--- config.mk ---
export PLATFORM = sky130hd
export DESIGN_NAME = ipa_ctx_loader_flat
export DESIGN_NICKNAME = d
export VERILOG_FILES = /design/src/rtl/ipa_dma_pkg.sv /design/src/rtl/ipa_ctx_loader_if.sv /design/src/rtl/ipa_ctx_hdr_decode.sv /design/src/rtl/ipa_ctx_loader.sv /design/src/flat_wrapper.sv
export SDC_FILE = /design/constraint.sdc
export NUM_CORES = 1
export LEC_CHECK = 0
export ABC_AREA = 0
export CORE_ASPECT_RATIO = 2
export CORE_MARGIN = 2
export CORE_UTILIZATION = 46
export DETAILED_ROUTE_END_ITERATION = 10
export GPL_TIMING_DRIVEN = 0
export PLACE_DENSITY = 0.83
export SKIP_LAST_GASP = 1
export SYNTH_ARGS = -nofsm -noshare
export SYNTH_HDL_FRONTEND = slang
export SYNTH_SLANG_ARGS = --single-unit
export TNS_END_PERCENT = 1
--- constraint.sdc ---
create_clock -name Clk -period 3 [get_ports Clk]
set_clock_uncertainty 0.1 [all_clocks]
set_input_delay 0.75 -clock Clk [delete_from_list [all_inputs] [get_ports Clk]]
set_output_delay 0.75 -clock Clk [all_outputs]
set_load 0.005 [all_outputs]
--- src/rtl/ipa_dma_pkg.sv ---
// rtl/ipa_dma_pkg.sv - shared types and field layout helpers for the IPA context loader
package ipa_dma_pkg;

   typedef enum logic [2:0] {
      S_IDLE  = 3'd0,
      S_HDR   = 3'd1,
      S_INST  = 3'd2,
      S_CONST = 3'd3,
      S_DONE  = 3'd4,
      S_EXEC  = 3'd5
   } state_e;

   // Header layout, LSB first: last, tile id, instruction count, constant count
   localparam int HDR_LAST_BIT = 0;
   localparam int HDR_TILE_LSB = 1;

   function automatic int hdr_ni_lsb(input int tile_w);
      return 1 + tile_w;
   endfunction

   function automatic int hdr_nc_lsb(input int tile_w, input int inst_w);
      return 1 + tile_w + inst_w;
   endfunction

   function automatic int hdr_width(input int tile_w, input int inst_w, input int const_w);
      return 1 + tile_w + inst_w + const_w;
   endfunction

   function automatic int idx_width(input int inst_w, input int const_w);
      return (inst_w > const_w) ? inst_w : const_w;
   endfunction

   // Out_Addr layout: {word index, const flag, one-hot tile mask}
   function automatic int oaddr_const_bit(input int nb_tiles);
      return nb_tiles;
   endfunction

   function automatic int oaddr_idx_lsb(input int nb_tiles);
      return nb_tiles + 1;
   endfunction

   function automatic int oaddr_width(input int nb_tiles, input int idx_w);
      return nb_tiles + 1 + idx_w;
   endfunction

endpackage

--- src/rtl/ipa_ctx_loader_if.sv ---
// rtl/ipa_ctx_loader_if.sv - GCM read / context-write / control bus of the context loader
interface ipa_ctx_if #(
   parameter int GCM_ADDR_WIDTH = 9,
   parameter int DATA_WIDTH     = 64,
   parameter int OADDR_W        = 24
);
   logic                      Context_Fetch_En;
   logic [4:0]                s_ipa_cfg_id;
   logic                      read_valid;
   logic [DATA_WIDTH-1:0]     In_Data;
   logic                      exec_comp;
   logic [GCM_ADDR_WIDTH-1:0] Context_Addr;
   logic                      ipa_gcm_req_o;
   logic                      Write_En;
   logic [DATA_WIDTH-1:0]     Out_Data;
   logic [OADDR_W-1:0]        Out_Addr;
   logic                      Exec_En_Out;
   logic                      busy_o;
   logic [4:0]                s_ipa_cfg_r_id;
   logic                      error_o;

   modport master (
      input  Context_Fetch_En, s_ipa_cfg_id, read_valid, In_Data, exec_comp,
      output Context_Addr, ipa_gcm_req_o, Write_En, Out_Data, Out_Addr,
             Exec_En_Out, busy_o, s_ipa_cfg_r_id, error_o
   );

   modport slave (
      output Context_Fetch_En, s_ipa_cfg_id, read_valid, In_Data, exec_comp,
      input  Context_Addr, ipa_gcm_req_o, Write_En, Out_Data, Out_Addr,
             Exec_En_Out, busy_o, s_ipa_cfg_r_id, error_o
   );
endinterface

--- src/rtl/ipa_ctx_hdr_decode.sv ---
// rtl/ipa_ctx_hdr_decode.sv - splits a tile header word into counts, last flag and tile mask
module ipa_ctx_hdr_decode
   import ipa_dma_pkg::*;
#(
   parameter int NB_TILES    = 16,
   parameter int TILE_W      = 4,
   parameter int INST_CNT_W  = 7,
   parameter int CONST_CNT_W = 5
) (
   input  logic [hdr_width(TILE_W, INST_CNT_W, CONST_CNT_W)-1:0] hdr,
   output logic [INST_CNT_W-1:0]                                 ni,
   output logic [CONST_CNT_W-1:0]                                nc,
   output logic                                                  last,
   output logic [NB_TILES-1:0]                                   mask,
   output logic                                                  bad
);
   localparam int               NI_LSB     = hdr_ni_lsb(TILE_W);
   localparam int               NC_LSB     = hdr_nc_lsb(TILE_W, INST_CNT_W);
   localparam logic [TILE_W:0]  TILE_LIMIT = (TILE_W+1)'(NB_TILES);

   logic [TILE_W-1:0] tile;

   assign last = hdr[HDR_LAST_BIT];
   assign tile = hdr[HDR_TILE_LSB +: TILE_W];
   assign ni   = hdr[NI_LSB +: INST_CNT_W];
   assign nc   = hdr[NC_LSB +: CONST_CNT_W];

   // Out-of-range tiles (non power-of-two arrays) select no tile at all
   assign bad  = ({1'b0, tile} >= TILE_LIMIT);
   assign mask = bad ? '0 : (NB_TILES'(1) << tile);
endmodule

--- src/rtl/ipa_ctx_loader.sv ---
// rtl/ipa_ctx_loader.sv - header-driven context DMA from GCM into the PE array, then execution launch
module ipa_ctx_loader
   import ipa_dma_pkg::*;
#(
   parameter int NB_ROWS        = 4,
   parameter int NB_COLS        = 4,
   parameter int GCM_ADDR_WIDTH = 9,
   parameter int DATA_WIDTH     = 64,
   parameter int INST_CNT_W     = 7,
   parameter int CONST_CNT_W    = 5
) (
   input logic       Clk,
   input logic       Reset,
   ipa_ctx_if.master bus
);
   localparam int NB_TILES = NB_ROWS * NB_COLS;
   localparam int TILE_W   = $clog2(NB_TILES);
   localparam int IDX_W    = idx_width(INST_CNT_W, CONST_CNT_W);
   localparam int HDR_W    = hdr_width(TILE_W, INST_CNT_W, CONST_CNT_W);
   localparam int OADDR_W  = oaddr_width(NB_TILES, IDX_W);

   state_e state, state_nxt;

   logic [GCM_ADDR_WIDTH-1:0] ctx_addr;
   logic [4:0]                cfg_id;
   logic                      err;
   logic [INST_CNT_W-1:0]     ni_q;
   logic [CONST_CNT_W-1:0]    nc_q;
   logic                      last_q;
   logic [NB_TILES-1:0]       mask_q;
   logic                      bad_q;
   logic [IDX_W-1:0]          idx;
   logic                      we_q;
   logic [DATA_WIDTH-1:0]     odata_q;
   logic [OADDR_W-1:0]        oaddr_q;

   logic [INST_CNT_W-1:0]     hd_ni;
   logic [CONST_CNT_W-1:0]    hd_nc;
   logic                      hd_last;
   logic [NB_TILES-1:0]       hd_mask;
   logic                      hd_bad;

   logic gcm_req, exec_en, busy;
   logic [4:0] r_id;
   logic hdr_acc, word_acc, is_const, inst_end, const_end, word_end;
   state_e tile_nxt;

   ipa_ctx_hdr_decode #(
      .NB_TILES   (NB_TILES),
      .TILE_W     (TILE_W),
      .INST_CNT_W (INST_CNT_W),
      .CONST_CNT_W(CONST_CNT_W)
   ) u_hdr_decode (
      .hdr (bus.In_Data[HDR_W-1:0]),
      .ni  (hd_ni),
      .nc  (hd_nc),
      .last(hd_last),
      .mask(hd_mask),
      .bad (hd_bad)
   );

   assign is_const  = (state == S_CONST);
   assign hdr_acc   = (state == S_HDR) && bus.read_valid;
   assign word_acc  = ((state == S_INST) || is_const) && bus.read_valid;
   assign inst_end  = (idx == IDX_W'(ni_q) - IDX_W'(1));
   assign const_end = (idx == IDX_W'(nc_q) - IDX_W'(1));
   assign word_end  = is_const ? const_end : inst_end;
   assign tile_nxt  = last_q ? S_DONE : S_HDR;

   always_ff @(posedge Clk or negedge Reset) begin
      if (!Reset) state <= S_IDLE;
      else        state <= state_nxt;
   end

   always_comb begin
      state_nxt = state;
      case (state)
         S_IDLE:  if (bus.Context_Fetch_En) state_nxt = S_HDR;
         S_HDR:
            if (bus.read_valid) begin
               if (hd_ni != '0)      state_nxt = S_INST;
               else if (hd_nc != '0) state_nxt = S_CONST;
               else if (hd_last)     state_nxt = S_DONE;
            end
         S_INST:
            if (bus.read_valid && inst_end)
               state_nxt = (nc_q != '0) ? S_CONST : tile_nxt;
         S_CONST: if (bus.read_valid && const_end) state_nxt = tile_nxt;
         S_DONE:  state_nxt = S_EXEC;
         S_EXEC:  if (bus.exec_comp) state_nxt = S_IDLE;
         default: state_nxt = S_IDLE;
      endcase
   end

   always_comb begin
      gcm_req = 1'b0;
      exec_en = 1'b0;
      busy    = 1'b1;
      r_id    = '0;
      case (state)
         S_IDLE:                  busy    = 1'b0;
         S_HDR, S_INST, S_CONST:  gcm_req = 1'b1;
         S_DONE:                  exec_en = 1'b1;
         S_EXEC:                  if (bus.exec_comp) r_id = cfg_id;
         default:                 busy    = 1'b0;
      endcase
   end

   always_ff @(posedge Clk or negedge Reset) begin
      if (!Reset) begin
         ctx_addr <= '0;
         cfg_id   <= '0;
         err      <= 1'b0;
         ni_q     <= '0;
         nc_q     <= '0;
         last_q   <= 1'b0;
         mask_q   <= '0;
         bad_q    <= 1'b0;
         idx      <= '0;
         we_q     <= 1'b0;
         odata_q  <= '0;
         oaddr_q  <= '0;
      end else begin
         we_q    <= 1'b0;
         odata_q <= '0;
         oaddr_q <= '0;
         if ((state == S_IDLE) && bus.Context_Fetch_En) begin
            ctx_addr <= '0;
            cfg_id   <= bus.s_ipa_cfg_id;
            err      <= 1'b0;
         end
         if (hdr_acc) begin
            ctx_addr <= ctx_addr + GCM_ADDR_WIDTH'(1);
            ni_q     <= hd_ni;
            nc_q     <= hd_nc;
            last_q   <= hd_last;
            mask_q   <= hd_mask;
            bad_q    <= hd_bad;
            idx      <= '0;
            if (hd_bad) err <= 1'b1;
         end
         // Bad tiles still drain their words so the GCM walk stays aligned
         if (word_acc) begin
            ctx_addr <= ctx_addr + GCM_ADDR_WIDTH'(1);
            we_q     <= !bad_q;
            if (!bad_q) begin
               odata_q <= bus.In_Data;
               oaddr_q <= {idx, is_const, mask_q};
            end
            idx <= word_end ? '0 : idx + IDX_W'(1);
         end
      end
   end

   assign bus.Context_Addr   = ctx_addr;
   assign bus.ipa_gcm_req_o  = gcm_req;
   assign bus.Write_En       = we_q;
   assign bus.Out_Data       = odata_q;
   assign bus.Out_Addr       = oaddr_q;
   assign bus.Exec_En_Out    = exec_en;
   assign bus.busy_o         = busy;
   assign bus.s_ipa_cfg_r_id = r_id;
   assign bus.error_o        = err;
endmodule

--- src/flat_wrapper.sv ---
// flat-port wrapper written by rule: the top's interface ports become plain ports
module ipa_ctx_loader_flat import ipa_dma_pkg::*;
#(
   parameter int NB_ROWS        = 4,
   parameter int NB_COLS        = 4,
   parameter int GCM_ADDR_WIDTH = 9,
   parameter int DATA_WIDTH     = 64,
   parameter int INST_CNT_W     = 7,
   parameter int CONST_CNT_W    = 5
)
  (Clk, Reset, bus_Context_Fetch_En, bus_s_ipa_cfg_id, bus_read_valid, bus_In_Data, bus_exec_comp, bus_Context_Addr, bus_ipa_gcm_req_o, bus_Write_En, bus_Out_Data, bus_Out_Addr, bus_Exec_En_Out, bus_busy_o, bus_s_ipa_cfg_r_id, bus_error_o);
  ipa_ctx_if #(.GCM_ADDR_WIDTH(GCM_ADDR_WIDTH), .DATA_WIDTH(DATA_WIDTH), .OADDR_W(24)) bus_i ();
  input logic Clk;
  input logic Reset;
  input wire logic [$bits(bus_i.Context_Fetch_En)-1:0] bus_Context_Fetch_En;
  input wire logic [$bits(bus_i.s_ipa_cfg_id)-1:0] bus_s_ipa_cfg_id;
  input wire logic [$bits(bus_i.read_valid)-1:0] bus_read_valid;
  input wire logic [$bits(bus_i.In_Data)-1:0] bus_In_Data;
  input wire logic [$bits(bus_i.exec_comp)-1:0] bus_exec_comp;
  output wire logic [$bits(bus_i.Context_Addr)-1:0] bus_Context_Addr;
  output wire logic [$bits(bus_i.ipa_gcm_req_o)-1:0] bus_ipa_gcm_req_o;
  output wire logic [$bits(bus_i.Write_En)-1:0] bus_Write_En;
  output wire logic [$bits(bus_i.Out_Data)-1:0] bus_Out_Data;
  output wire logic [$bits(bus_i.Out_Addr)-1:0] bus_Out_Addr;
  output wire logic [$bits(bus_i.Exec_En_Out)-1:0] bus_Exec_En_Out;
  output wire logic [$bits(bus_i.busy_o)-1:0] bus_busy_o;
  output wire logic [$bits(bus_i.s_ipa_cfg_r_id)-1:0] bus_s_ipa_cfg_r_id;
  output wire logic [$bits(bus_i.error_o)-1:0] bus_error_o;
  assign bus_i.Context_Fetch_En = bus_Context_Fetch_En;
  assign bus_i.s_ipa_cfg_id = bus_s_ipa_cfg_id;
  assign bus_i.read_valid = bus_read_valid;
  assign bus_i.In_Data = bus_In_Data;
  assign bus_i.exec_comp = bus_exec_comp;
  assign bus_Context_Addr = bus_i.Context_Addr;
  assign bus_ipa_gcm_req_o = bus_i.ipa_gcm_req_o;
  assign bus_Write_En = bus_i.Write_En;
  assign bus_Out_Data = bus_i.Out_Data;
  assign bus_Out_Addr = bus_i.Out_Addr;
  assign bus_Exec_En_Out = bus_i.Exec_En_Out;
  assign bus_busy_o = bus_i.busy_o;
  assign bus_s_ipa_cfg_r_id = bus_i.s_ipa_cfg_r_id;
  assign bus_error_o = bus_i.error_o;
  ipa_ctx_loader #(.NB_ROWS(NB_ROWS), .NB_COLS(NB_COLS), .GCM_ADDR_WIDTH(GCM_ADDR_WIDTH), .DATA_WIDTH(DATA_WIDTH), .INST_CNT_W(INST_CNT_W), .CONST_CNT_W(CONST_CNT_W)) u_core (.Clk(Clk), .Reset(Reset), .bus(bus_i));
endmodule
== Word level (Yosys, flattened, before mapping) ==
Index checks and enable logic that the tools add are counted.
W data, S select, Z words.

* Flip-flop bits (word level): 142

* Reduce and logical (&&, ||, !) cells: 15
* Add/subtract/negate cells: 4
* Shifts and indexed selects: 1
* Mux-type cells: 26
* Equal/unequal tests: 13

{| class="wikitable"
|+ Operators by type and width
! kind !! count
|-
| $mux W64 || 1
|-
| $mux W3 || 10
|-
| $mux W9 || 3
|-
| $mux W24 || 1
|-
| $mux W7 || 3
|-
| $pmux W3 S6 || 1
|-
| $shl A1 B4 Y16 const A || 1
|-
| $eq A7 B7 Y1 || 2
|-
| $mux W5 || 2
|-
| $ne A2 B2 Y1 const B || 5
|-
| $reduce_bool A5 Y1 || 2
|-
| $add A9 B1 Y9 const B || 1
|-
| $add A7 B1 Y7 const B || 1
|-
| $reduce_bool A7 Y1 || 1
|-
| $sub A7 B1 Y7 const B || 1
|-
| $eq A3 B2 Y1 const B || 2
|-
| $eq A3 B3 Y1 const B || 2
|-
| $reduce_and A6 Y1 || 1
|-
| $sub A5 B1 Y6 const B || 1
|-
| $logic_and A1 B1 Y1 || 5
|-
| $mux W1 || 5
|-
| $reduce_or A5 Y1 || 1
|-
| $ne A4 B4 Y1 const B || 1
|-
| $eq A3 B1 Y1 const B || 1
|-
| 5 further kinds || 5
|}

== Logic depth before layout (Yosys ltp) ==
Gate-level depths: netlist of run 1.

* Word-level depth: 5
* Mapped depth: 10
* Mapped depth without buffers: 9

== Modules after synthesis ==
Synthesis of run 1 repeated with hierarchy kept, for this count alone.

* Cells, all modules: 509
* Area total of the unflattened synthesis: 6,137.1 µm²

{| class="wikitable"
|+ Modules (own cells, without submodules)
! module !! cells each !! area each (µm²) !! instances
|-
| ipa_ctx_loader || 474 || 5,801.8 || 1
|-
| ipa_ctx_hdr_decode || 35 || 335.3 || 1
|}

== Least setup slack after synthesis of run 1 ==
OpenSTA, ideal clock, no wires.

* Path kind: input to register
* From: input bus_In_Data[12]
* To: register u_core.state[2]
* Path slack: 0.719 ns
* Stages: 6
* Required time: 2.776 ns
* Data arrival time: 2.057 ns
* Cells stage by stage: or4_1 -> nor3_1 -> a21oi_1 -> o21ai_4 -> nor4_2 -> a211o_1

* Word-level cells in the longest chain between the ends: 5
* Elaborated cells on any way between the ends: 7

{| class="wikitable"
|+ RTL lines
! element !! line !! RTL
|-
| from (decl) || flat_wrapper.sv:18 || <nowiki>input wire logic [$bits(bus_i.In_Data)-1:0] bus_In_Data;</nowiki>
|-
| $reduce_bool A5 Y1 (*) || ipa_ctx_loader.sv:82 || <nowiki>else if (hd_nc != '0) state_nxt = S_CONST;</nowiki>
|-
| $mux W3 || ipa_ctx_loader.sv:82 ||
|-
| $mux W3 || ipa_ctx_loader.sv:81 || <nowiki>if (hd_ni != '0) state_nxt = S_INST;</nowiki>
|-
| $mux W3 || ipa_ctx_loader.sv:80 || <nowiki>if (bus.read_valid) begin</nowiki>
|-
| $pmux W3 S6 || ipa_ctx_loader.sv:77 || <nowiki>case (state)</nowiki>
|-
| to (signal assigned) || ipa_ctx_loader.sv:72 || <nowiki>else state <= state_nxt;</nowiki>
|-
| to (decl) || ipa_ctx_loader.sv:22 || <nowiki>state_e state, state_nxt;</nowiki>
|}

Every way passes the cells marked *; elsewhere a longest branch is shown, timed or not. The select of a mux whose other input is x is not followed.
A chain may end at the register's enable or synchronous reset.

== Worst setup path in the final report of run 1 ==
* From: input bus_exec_comp
* To: output bus_s_ipa_cfg_r_id[2]

* Word-level cells in the longest chain between the ends: 2

{| class="wikitable"
|+ RTL lines
! element !! line !! RTL
|-
| from (decl) || flat_wrapper.sv:19 || <nowiki>input wire logic [$bits(bus_i.exec_comp)-1:0] bus_exec_comp;</nowiki>
|-
| $mux W5 || ipa_ctx_loader.sv:104 || <nowiki>S_EXEC: if (bus.exec_comp) r_id = cfg_id;</nowiki>
|-
| $mux W5 || ipa_ctx_loader.sv:100 || <nowiki>case (state)</nowiki>
|-
| to (decl) || flat_wrapper.sv:27 || <nowiki>output wire logic [$bits(bus_i.s_ipa_cfg_r_id)-1:0] bus_s_ipa_cfg_r_id;</nowiki>
|}

Every way passes these cells.

==> results of run 1 <==
==> critical path, cell delays in order <==
cell             delay [ns]
clkdlybuf4s50_1        0.48
and3_1                 0.23
and2_1                 0.14
clkdlybuf4s50_1        0.52
==> worst min-delay path by stage <==
stage | start | end | slack [ns] | cells past startpoint
3_5_place_dp | u_core.mask_q[1] | u_core.mask_q[1] | 0.37 | 2
2_1_floorplan | u_core.mask_q[12] | u_core.mask_q[12] | 0.34 | 2
6_report | Reset | u_core.bus.Out_Addr[18] | 0.19 | 1
5_1_grt | Reset | u_core.mask_q[6] | 0.22 | 1
3_3_place_gp | u_core.mask_q[0] | u_core.mask_q[0] | 0.36 | 2
4_1_cts | Reset | u_core.bus.Out_Addr[18] | 0.20 | 1
==> placed cells by master (no fill, tap or decap), drive strengths merged, types with 2 or more instances in the layout <==
master         netlist  layout
xnor2                4       4
a31oi                5       5
o31ai               14      14
nand3               14      14
and2                 8       8
clkbuf              28      45
clkdlybuf4s50        0     178
buf                  3       5
and3                94      94
nor2                20      20
or4                  2       2
inv                 14      21
nand4                3       3
clkinv               0       2
nand2b               5       5
nand2               42      42
xor2                 9       9
clkinvlp             0       5
dfrtp              142     142
mux2                18      18
o22ai                5       5
a21oi               14      14
nor3b                2       2
o41ai                8       8
mux2i                2       2
nor4                 2       2
o21ai               18      18
nor3                 9       9
ha                   4       4
==> logic make-up (layout without fill, tap and decap cells) <==
logic type	count (synthesis)	after routing	synth area share [%]
AND/OR/NAND/NOR	205	205	19.5
flip-flops	142	142	61.9
AO/OA/AOI/OAI	72	72	8.70
buffers and inverters	45	256	3.03
multiplexers	20	20	3.88
XOR/XNOR	13	13	1.98
adder cells (fa/ha/maj)	4	4	0.872
other	1	1	0.0654
==> sequential cells by signal (all words and copies together) (netlist names) <==
register and flops:
u_core.bus.Context_Addr 9, u_core.bus.Out_Addr 24, u_core.bus.Out_Data 64, u_core.bus.Write_En 1, u_core.cfg_id 5, u_core.idx 7, u_core.last_q 1, u_core.mask_q 16
u_core.nc_q 5, u_core.ni_q 7, u_core.state 3
==> metal layers <==
metal / wire length, um / track usage (%)
met2: 8950 / 44.1
met3: 650 / 5.44
met4: 603 / 12.2
met1: 5570 / 24.7
met5: 0 / 0
==> power groups by stage <==
stage               Sequential, mW  Clock [mW]  Combinational (mW)
finish                        2.57        2.00                2.00
global route                  2.62        2.11                2.16
CTS                           2.56        2.02                1.99
detailed placement            2.58           0                1.97
global placement              2.56           0                1.88
floorplan                     2.53           0                1.13
==> layout make-up <==
type | instances | area (um^2)
inverters | 14 | 52.6
well taps | 147 | 184
clock inverters | 14 | 124
fillers | 860 | 3890
plain buffers | 30 | 118
repair buffers | 180 | 1820
multi-input cells | 315 | 2010
flip-flops and latches | 142 | 3550
clock buffers | 18 | 439
==> per-stage QoR <==
stage          hold WS (ns)  instances  setup TNS (ns)  util [%]
2_1_floorplan         0.335        502               0         -
3_3_place_gp          0.357        828         -580.56      63.2
3_5_place_dp          0.368        829           -1.51      63.5
4_1_cts               0.201        860               0      68.1
5_1_grt               0.222        860          -0.112      68.1
6_report              0.188        860               0      68.1
==> what timing repair did <==
item / CTS / global route
resized for setup: 0 / 1
endpoints found under the setup margin: 3 / 6
pin swaps: 0 / 0
==> impl_metrics.ini, run 1 <==
[status]
outcome = finished clean

[layout]
nets = 778
area_growth_pct = 44.7
fin_area_um2 = 8300
diodes = 0
layout-drive-gt1-share_pct = 8.84

[setup_path]
r2r_cells = 10
path_max_fanout = 5
cp-start-kind = input pin
worstPathArrival_ns = 2.13
r2r_start = u_core.ni_q[0]
crit_path_start = bus_exec_comp
worstSetupEndpoint = bus_s_ipa_cfg_r_id[2]
r2r_slack_ns = 0.36
critPathRequiredTime_ns = 2.15
crit_path_end_kind = primary output
worst_r2r_endpoint = u_core.idx[6]
critPathKind = in2out

[yosys]
ys_seq_area_share_pct = 61.9
syn_avg_cell_area_um2 = 11.4
synth_nets = 580
yosysTopAreaCell = dfrtp_1
synth.most_common_cell = dfrtp_1
synthArstFlopShare_pct = 100
yosys_warnings = 0
yosysUniqueCellTypes = 46
synthFlopType = dfrtp_1
netlist_instances = 502
yosys-top-cells-area = dfrtp_1 62%, and3_1 10%, mux2_2 3.5%, nand2_1 2.7%, clkbuf_1 1.8%
syn_area_um2 = 5740
yosysTopAreaCellShare_pct = 61.9
synth-edff-count = 0
ys_ff_latch = 142
yosys-top-cells-count = 142 x dfrtp_1, 92 x and3_1, 42 x nand2_1

[placement]
place_area_um2 = 7740
dpl_worst_slack_ns = -0.133
port_buffers = 179
dp_hpwl_um = 11300
place_congestion = 0.864

[clock_network]
clock-root-buffer = clkbuf_16
cts_buffers = 17
cts.sinks = 142
path_clk_slew_ns = 0.06
htree_levels = 4
hold_buffers = 0
postCtsSetupBuffers = 0
clockBufferDepth = 2
cts_tree = yes
clk_latency_ns = 0.41

[floorplan]
rows = 57
start_util_pct = 47.0
dieWidth_um = 83.0
ios = 181
die-area_um2 = 13400
design.core.area_um2 = 12200
die_height_um = 162

[routing]
wire_per_inst_um = 18.3
antenna_left = 0
dr_total_vias = 4689
drc_errors = 0
initialDrtViolationCount = 256
wirelength_um = 15800
first_pass_iters = 4
via_per_inst = 5.45

[sta]
period_needed_ns = 2.98
setup_violations = 0
post-route-period-util_pct = 99.3
hold_viol = 0
drv_slew = 0
rsz0062_at_grt = true
relSlewSlack_pct = 59.4
max_clock_freq_mhz = 336
setup_ws_ns = 0.0220
tightestPinTransition_ns = 0.606

[power]
powerDensity_nw_per_um2 = 791
power_frac_comb_pct = 30.4
power_switching_mw = 2.20
p_sw_share_pct = 33.5
power_leakage_nw = 3.97
p_total_mw = 6.57
pwr-share-clk_pct = 30.4
seqPwrFrac_pct = 39.2
ir_worst_vdd_mv = 0.510
cellInternalPower_mw = 4.37

[worst_hold_path]
hold_path_class = in2async

[flow_run]
cap_violations = 0

[global_route]
track_usage_pct = 23.8
grt_pass1_vias = 4901
antenna_found_initial = 0
grt_pass1_wl_um = 25100
grt_max_degree = 88
overflow = 0
No activity file was read; power rests on OpenSTA's default activity.
==> run 2, diff against run 1 <==
--- a/config.mk
+++ b/config.mk
@@ -8,12 +8,13 @@
 export ABC_AREA = 0
 export CORE_ASPECT_RATIO = 2
 export CORE_MARGIN = 2
-export CORE_UTILIZATION = 46
+export CORE_UTILIZATION = 47
 export DETAILED_ROUTE_END_ITERATION = 10
 export GPL_TIMING_DRIVEN = 0
-export PLACE_DENSITY = 0.83
+export PLACE_DENSITY = 0.84
 export SKIP_LAST_GASP = 1
 export SYNTH_ARGS = -nofsm -noshare
 export SYNTH_HDL_FRONTEND = slang
+export SYNTH_HIERARCHICAL = 1
 export SYNTH_SLANG_ARGS = --single-unit
 export TNS_END_PERCENT = 1
==> run 2 against run 1 <==
Via count is 1.2% lower; highest routed layer unchanged; synthesized area is 7.0% higher; count of clock-buffer cells in the layout is 4 higher; largest power group unchanged; synthesized cell count is 1.4% higher; routed wire length is 4.2% lower; clock power hardly changed; maximum frequency is 0.25% lower; design area is 5.2% higher; power is 9.4% higher; die area is 4.5% higher.
==> impl_metrics.ini, run 2 <==
[status]
outcome = finished clean

[yosys]
syn_area_um2 = 6140
yosysUniqueCellTypes = 59
yosys-top-cells-count = 144 x dfrtp_1, 92 x and2_1, 30 x mux2_2
synthFlopType = dfrtp_1
yosysTopAreaCellShare_pct = 58.7
yosys-top-cells-area = dfrtp_1 59%, and2_1 9.4%, mux2_2 5.5%, buf_4 2.6%, o21ai_0 1.8%
synth-edff-count = 0
syn_avg_cell_area_um2 = 12.1
yosysTopAreaCell = dfrtp_1
yosys_warnings = 6
synth.most_common_cell = dfrtp_1
synth_nets = 587
ys_ff_latch = 144
synthArstFlopShare_pct = 100
ys_seq_area_share_pct = 58.7
netlist_instances = 509

[routing]
via_per_inst = 5.30
wirelength_um = 15100
initialDrtViolationCount = 238
antenna_left = 0
met3_length_um = 616
drc_errors = 0
first_pass_iters = 5
m1WireLength_um = 4910
dr_wl_met2_um = 8980
dr_total_vias = 4633
routed.top_layer = met4
wire_per_inst_um = 17.3

[global_route]
grt_pass1_vias = 5080
overflow = 0
track_usage_pct = 23.0
grt_max_degree = 74
antenna_found_initial = 0
grt_pass1_wl_um = 25300

[setup_path]
crit_path_end_kind = primary output
cp-start-kind = flip-flop
critPathKind = reg2out
critPathRequiredTime_ns = 2.15
path_max_fanout = 10
worstPathArrival_ns = 2.14

[layout]
final_cell_mix = 179 x clkdlybuf4s50_1, 144 x dfrtp_1, 92 x and2_1
instances_no_fill = 874
finalCoreUtilization_pct = 67.6
fin_area_um2 = 8730
n_fill_cell = 935
largest_register_ff_count = 64
layout_commonest_cell = clkdlybuf4s50_1
nets = 788
area_growth_pct = 42.3
layout-drive-gt1-share_pct = 15.2
diodes = 0

[floorplan]
design.core.area_um2 = 12900
start_util_pct = 47.5
rows = 59
ios = 181
die_height_um = 166
die-area_um2 = 14000
dieWidth_um = 84.8

[placement]
port_buffers = 180
dpl_worst_slack_ns = -0.420
place_congestion = 0.863
place_area_um2 = 8160
dp.cells = 842
dp_hpwl_um = 11400

[sta]
timing.setup.tns_ns = 0
tightestPinTransition_ns = 0.675
rsz0062_at_grt = true
setup_violations = 0
period_needed_ns = 2.99
hold_viol = 0
relSlewSlack_pct = 54.9
holdWs_ns = 0.234
post-route-period-util_pct = 99.5
drv_slew = 0
setup_ws_ns = 0.0144
max_clock_freq_mhz = 335

[clock_network]
hold_buffers = 0
cts.sinks = 144
htree_levels = 4
clk_latency_ns = 0.41
cts_tree = yes
clock-root-buffer = clkbuf_16
path_clk_slew_ns = 0.06
clockBufferDepth = 2
cts_buffers = 17

[power]
powerDensity_nw_per_um2 = 822
p_total_mw = 7.18
ir_worst_vdd_mv = 0.520
power_leakage_nw = 3.92

[flow_run]
cap_violations = 0

[worst_hold_path]
hold_path_class = in2async
-- run 2: final cells by class --
type	count	area (um^2)	area share, %
Buffer	41	270	3.09
Clock buffer	22	474	5.43
Clock inverter	9	83.8	0.960
Inverter	7	26.3	0.301
Multi-Input combinational cell	317	2250	25.7
Sequential cell	144	3600	41.3
Tap cell	152	190	2.18
Timing Repair Buffer	182	1840	21.0
-- run 2: cells by family after synthesis --
group | Yosys count | synth area share [%]
AND/OR/NAND/NOR | 205 | 21.1
XOR/XNOR | 13 | 1.98
adder cells (fa/ha/maj) | 4 | 0.816
buffers and inverters | 48 | 4.83
other | 1 | 0.0611
flip-flops | 144 | 58.7
multiplexers | 32 | 5.85
AO/OA/AOI/OAI | 62 | 6.69
-- run 2: power breakdown --
group | switching (mW) | total [mW] | internal [mW] | leakage [nW]
Clock | 0.779 | 1.98 | 1.20 | 0.276
Sequential | 0.325 | 2.74 | 2.42 | 1.93
Combinational | 1.13 | 2.46 | 1.32 | 1.71
Total | 2.24 | 7.18 | 4.94 | 3.92
-- run 2: metal layers --
layer	up-vias	global-route usage (%)
met5	-	0
met4	0	11.9
met3	44	4.88
met2	144	43.5
met1	2321	22.7
li1	2124	-
-- run 2: final timing paths --
check	start	to	slack, ns	cells past startpoint
max	u_core/state[1]	bus_s_ipa_cfg_r_id[2]	0.01	5
min	Reset	u_core/bus.Out_Data[60]	0.23	1
max reg2reg	u_core/ni_q[0]	u_core/idx[5]	0.37	9
min reg2reg	u_core/mask_q[10]	u_core/bus.Out_Addr[10]	0.37	1
max in group asynchronous	Reset	u_core/bus.Out_Addr[10]	1.77	2
min in group Clk	u_core/mask_q[10]	u_core/bus.Out_Addr[10]	0.37	1
-- run 2: worst max-delay path: stages (launching register included) --
cell and delay, ns:
dfrtp_1 0.42, clkbuf_1 0.24, nor2_1 0.20, and3_4 0.23, and2_1 0.13, clkdlybuf4s50_1 0.50
-- run 2: repair_timing --
action | in CTS | in global routing
setup endpoints to repair | 9 | 35
cloned | 0 | 0
gates resized for setup | 2 | 1
setup buffers | 1 | 0
==> run 3, diff against run 2 <==
--- a/config.mk
+++ b/config.mk
@@ -5,13 +5,13 @@
 export SDC_FILE = /design/constraint.sdc
 export NUM_CORES = 1
 export LEC_CHECK = 0
-export ABC_AREA = 0
+export ABC_AREA = 1
 export CORE_ASPECT_RATIO = 2
 export CORE_MARGIN = 2
-export CORE_UTILIZATION = 47
+export CORE_UTILIZATION = 48
 export DETAILED_ROUTE_END_ITERATION = 10
 export GPL_TIMING_DRIVEN = 0
-export PLACE_DENSITY = 0.84
+export PLACE_DENSITY = 0.85
 export SKIP_LAST_GASP = 1
 export SYNTH_ARGS = -nofsm -noshare
 export SYNTH_HDL_FRONTEND = slang
==> constraint.sdc (replaced) <==
create_clock -name Clk -period 3.1 [get_ports Clk]
set_clock_uncertainty 0.1 [all_clocks]
set_input_delay 0.775 -clock Clk [delete_from_list [all_inputs] [get_ports Clk]]
set_output_delay 0.775 -clock Clk [all_outputs]
set_load 0.005 [all_outputs]
==> run 3 against run 2 <==
Clock power about the same; power about the same; count of clock-buffer cells in the layout fell by 4; sequential power is 4% lower; utilization up 2.3 points; flip-flop and latch count did not move; synthesized area up 0.57%; routed wire length grew 4.3%; critical path depth fell by 1; via count is 17% higher; worst setup slack gained 0.12 ns; hold slack better by 0.055 ns; highest routed layer unchanged.
==> impl_metrics.ini, run 3 <==
[status]
outcome = finished clean

[floorplan]
start_util_pct = 49.2
design.core.area_um2 = 12600
die_height_um = 164
rows = 58
ios = 181
die-area_um2 = 13800
dieWidth_um = 84.2

[yosys]
yosysTopAreaCellShare_pct = 58.4
netlist_instances = 742
yosysUniqueCellTypes = 27
synth_nets = 820
ys_seq_area_share_pct = 58.4
synthArstFlopShare_pct = 100
yosysTopAreaCell = dfrtp_1
ys_ff_latch = 144
synthFlopType = dfrtp_1
synth.most_common_cell = nand2_1
yosys-top-cells-count = 248 x nand2_1, 145 x nor2_1, 144 x dfrtp_1
synth-edff-count = 0
syn_area_um2 = 6170
yosys_warnings = 6
syn_avg_cell_area_um2 = 8.32
yosys-top-cells-area = dfrtp_1 58%, nand2_1 15%, nor2_1 8.8%, nand3_1 2.9%, inv_1 2.9%

[clock_network]
cts.sinks = 144
clk_latency_ns = 0.41
cts_tree = yes
path_clk_slew_ns = 0.06
htree_levels = 4
cts_resized = 0
cts_buffers = 17
postCtsSetupBuffers = 0
clockBufferDepth = 2
hold_buffers = 0
clock-root-buffer = clkbuf_16

[placement]
dp.cells = 1073
dpl_worst_slack_ns = 0.132
place_area_um2 = 8190
dp_hpwl_um = 11900
place_congestion = 0.930
port_buffers = 180

[routing]
first_pass_iters = 4
dr_total_vias = 5437
initialDrtViolationCount = 218
antenna_left = 0
drc_errors = 0
wirelength_um = 15800
wire_per_inst_um = 14.3
via_per_inst = 4.92

[setup_path]
worst_r2r_endpoint = u_core/idx[2]
r2r_start = u_core/nc_q[0]
worstPathArrival_ns = 2.09
cp_num_cells = 4
crit_path_end_kind = primary output
crit_path_start = bus_exec_comp
path_buf_inv = 2
cpMostUsedCell = clkdlybuf4s50_1
crit_chain = clkdlybuf4s50_1, nand2_1, nor2_1, clkdlybuf4s50_1
slowest_delay_ns = 0.58
critPathRequiredTime_ns = 2.22
worst_path_max_delay_cell = clkdlybuf4s50_1
worstSetupEndpoint = bus_s_ipa_cfg_r_id[2]
r2r_cells = 13
critPathTopFamily = buffers and inverters
critPathKind = in2out
path_max_fanout = 6
r2r_slack_ns = 0.87
cp-start-kind = input pin

[sta]
timing.setup.tns_ns = 0
tightestPinTransition_ns = 0.728
setup_ws_ns = 0.132
drv_slew = 0
hold_viol = 0
holdWs_ns = 0.288
setup_violations = 0
rsz0062_at_grt = false
relSlewSlack_pct = 51.4
max_clock_freq_mhz = 337
period_needed_ns = 2.97
post-route-period-util_pct = 95.8

[global_route]
track_usage_pct = 23.8
grt_max_degree = 81
grt_pass1_wl_um = 25900
grt_pass1_vias = 5616
antenna_found_initial = 0
overflow = 0

[layout]
largest_register_ff_count = 64
area_growth_pct = 42.2
n_fill_cell = 943
layout_commonest_cell = nand2_1
layout-drive-gt1-share_pct = 7.85
diodes = 0
nets = 1020
instances_no_fill = 1105
multi_input_area_um2 = 2140
regArea_um2 = 3600
fin_area_um2 = 8780
final_cell_mix = 248 x nand2_1, 179 x clkdlybuf4s50_1, 145 x nor2_1
finalCoreUtilization_pct = 69.9

[power]
ir_worst_vdd_mv = 0.640
power_leakage_nw = 4.26
powerDensity_nw_per_um2 = 818
p_total_mw = 7.18

[flow_run]
cap_violations = 0

[worst_hold_path]
hold_path_class = in2async
[run 3: cell families (layout without fill, tap and decap cells)]
| logic type | after synthesis | count (layout) | synth area share [%] |
|---|---|---|---|
| buf+inv | 95 | 308 | 6.95 |
| flops | 144 | 144 | 58.4 |
| fa+ha+maj | 4 | 4 | 0.811 |
| simple gates | 446 | 446 | 28.8 |
| compound gates | 44 | 44 | 3.89 |
| xor+xnor | 8 | 8 | 1.14 |
| other cells | 1 | 1 | 0.0608 |
[run 3: worst min path at each step]
| stage | from | endpoint | slack, ns | depth (start not counted) |
|---|---|---|---|---|
| after floorplan | u_core/mask_q[0] | u_core/mask_q[0] | 0.34 | 2 |
| after global placement | u_core/mask_q[15] | u_core/mask_q[15] | 0.35 | 2 |
| after detailed placement | u_core/mask_q[15] | u_core/mask_q[15] | 0.36 | 2 |
| after CTS | Reset | u_core/bus.Out_Addr[18] | 0.32 | 1 |
| after global routing | Reset | u_core/bus.Out_Addr[18] | 0.34 | 1 |
| final | Reset | u_core/bus.Out_Addr[18] | 0.29 | 1 |
[run 3: routing by layer]
| layer | GRT usage (%) | wire length (um) | vias up |
|---|---|---|---|
| met5 | 0 | 0 | - |
| met4 | 13.2 | 731 | 0 |
| met3 | 6.83 | 1030 | 52 |
| met2 | 45.0 | 8770 | 202 |
| met1 | 22.3 | 5230 | 2511 |
| li1 | - | - | 2672 |
[run 3: worst reg2reg max path: stages (launching register included)]
cell     delay (ns)
dfrtp_1        0.39
inv_1          0.16
ha_1           0.26
inv_1          0.06
nand2_1        0.08
nand2_1        0.05
nand2_1        0.05
nand2_1        0.05
nor2_1         0.10
nand2_1        0.07
nor2_1         0.29
nand2_1        0.09
nand2_1        0.24
o22ai_1        0.13
[run 3: cell type report]
class	instances	area share (%)
buffer	40	2.54
timing repair buffer	181	20.9
inverter	55	2.35
tap	150	2.14
clock buffer	18	4.89
sequential	144	41.1
multi-input combinational	503	24.4
clock inverter	14	1.78
[run 3: where the power goes]
| group | switching [mW] | internal, mW |
|---|---|---|
| clock | 0.814 | 1.20 |
| combinational | 1.48 | 1.07 |
| sequential | 0.301 | 2.32 |
| total | 2.59 | 4.59 |
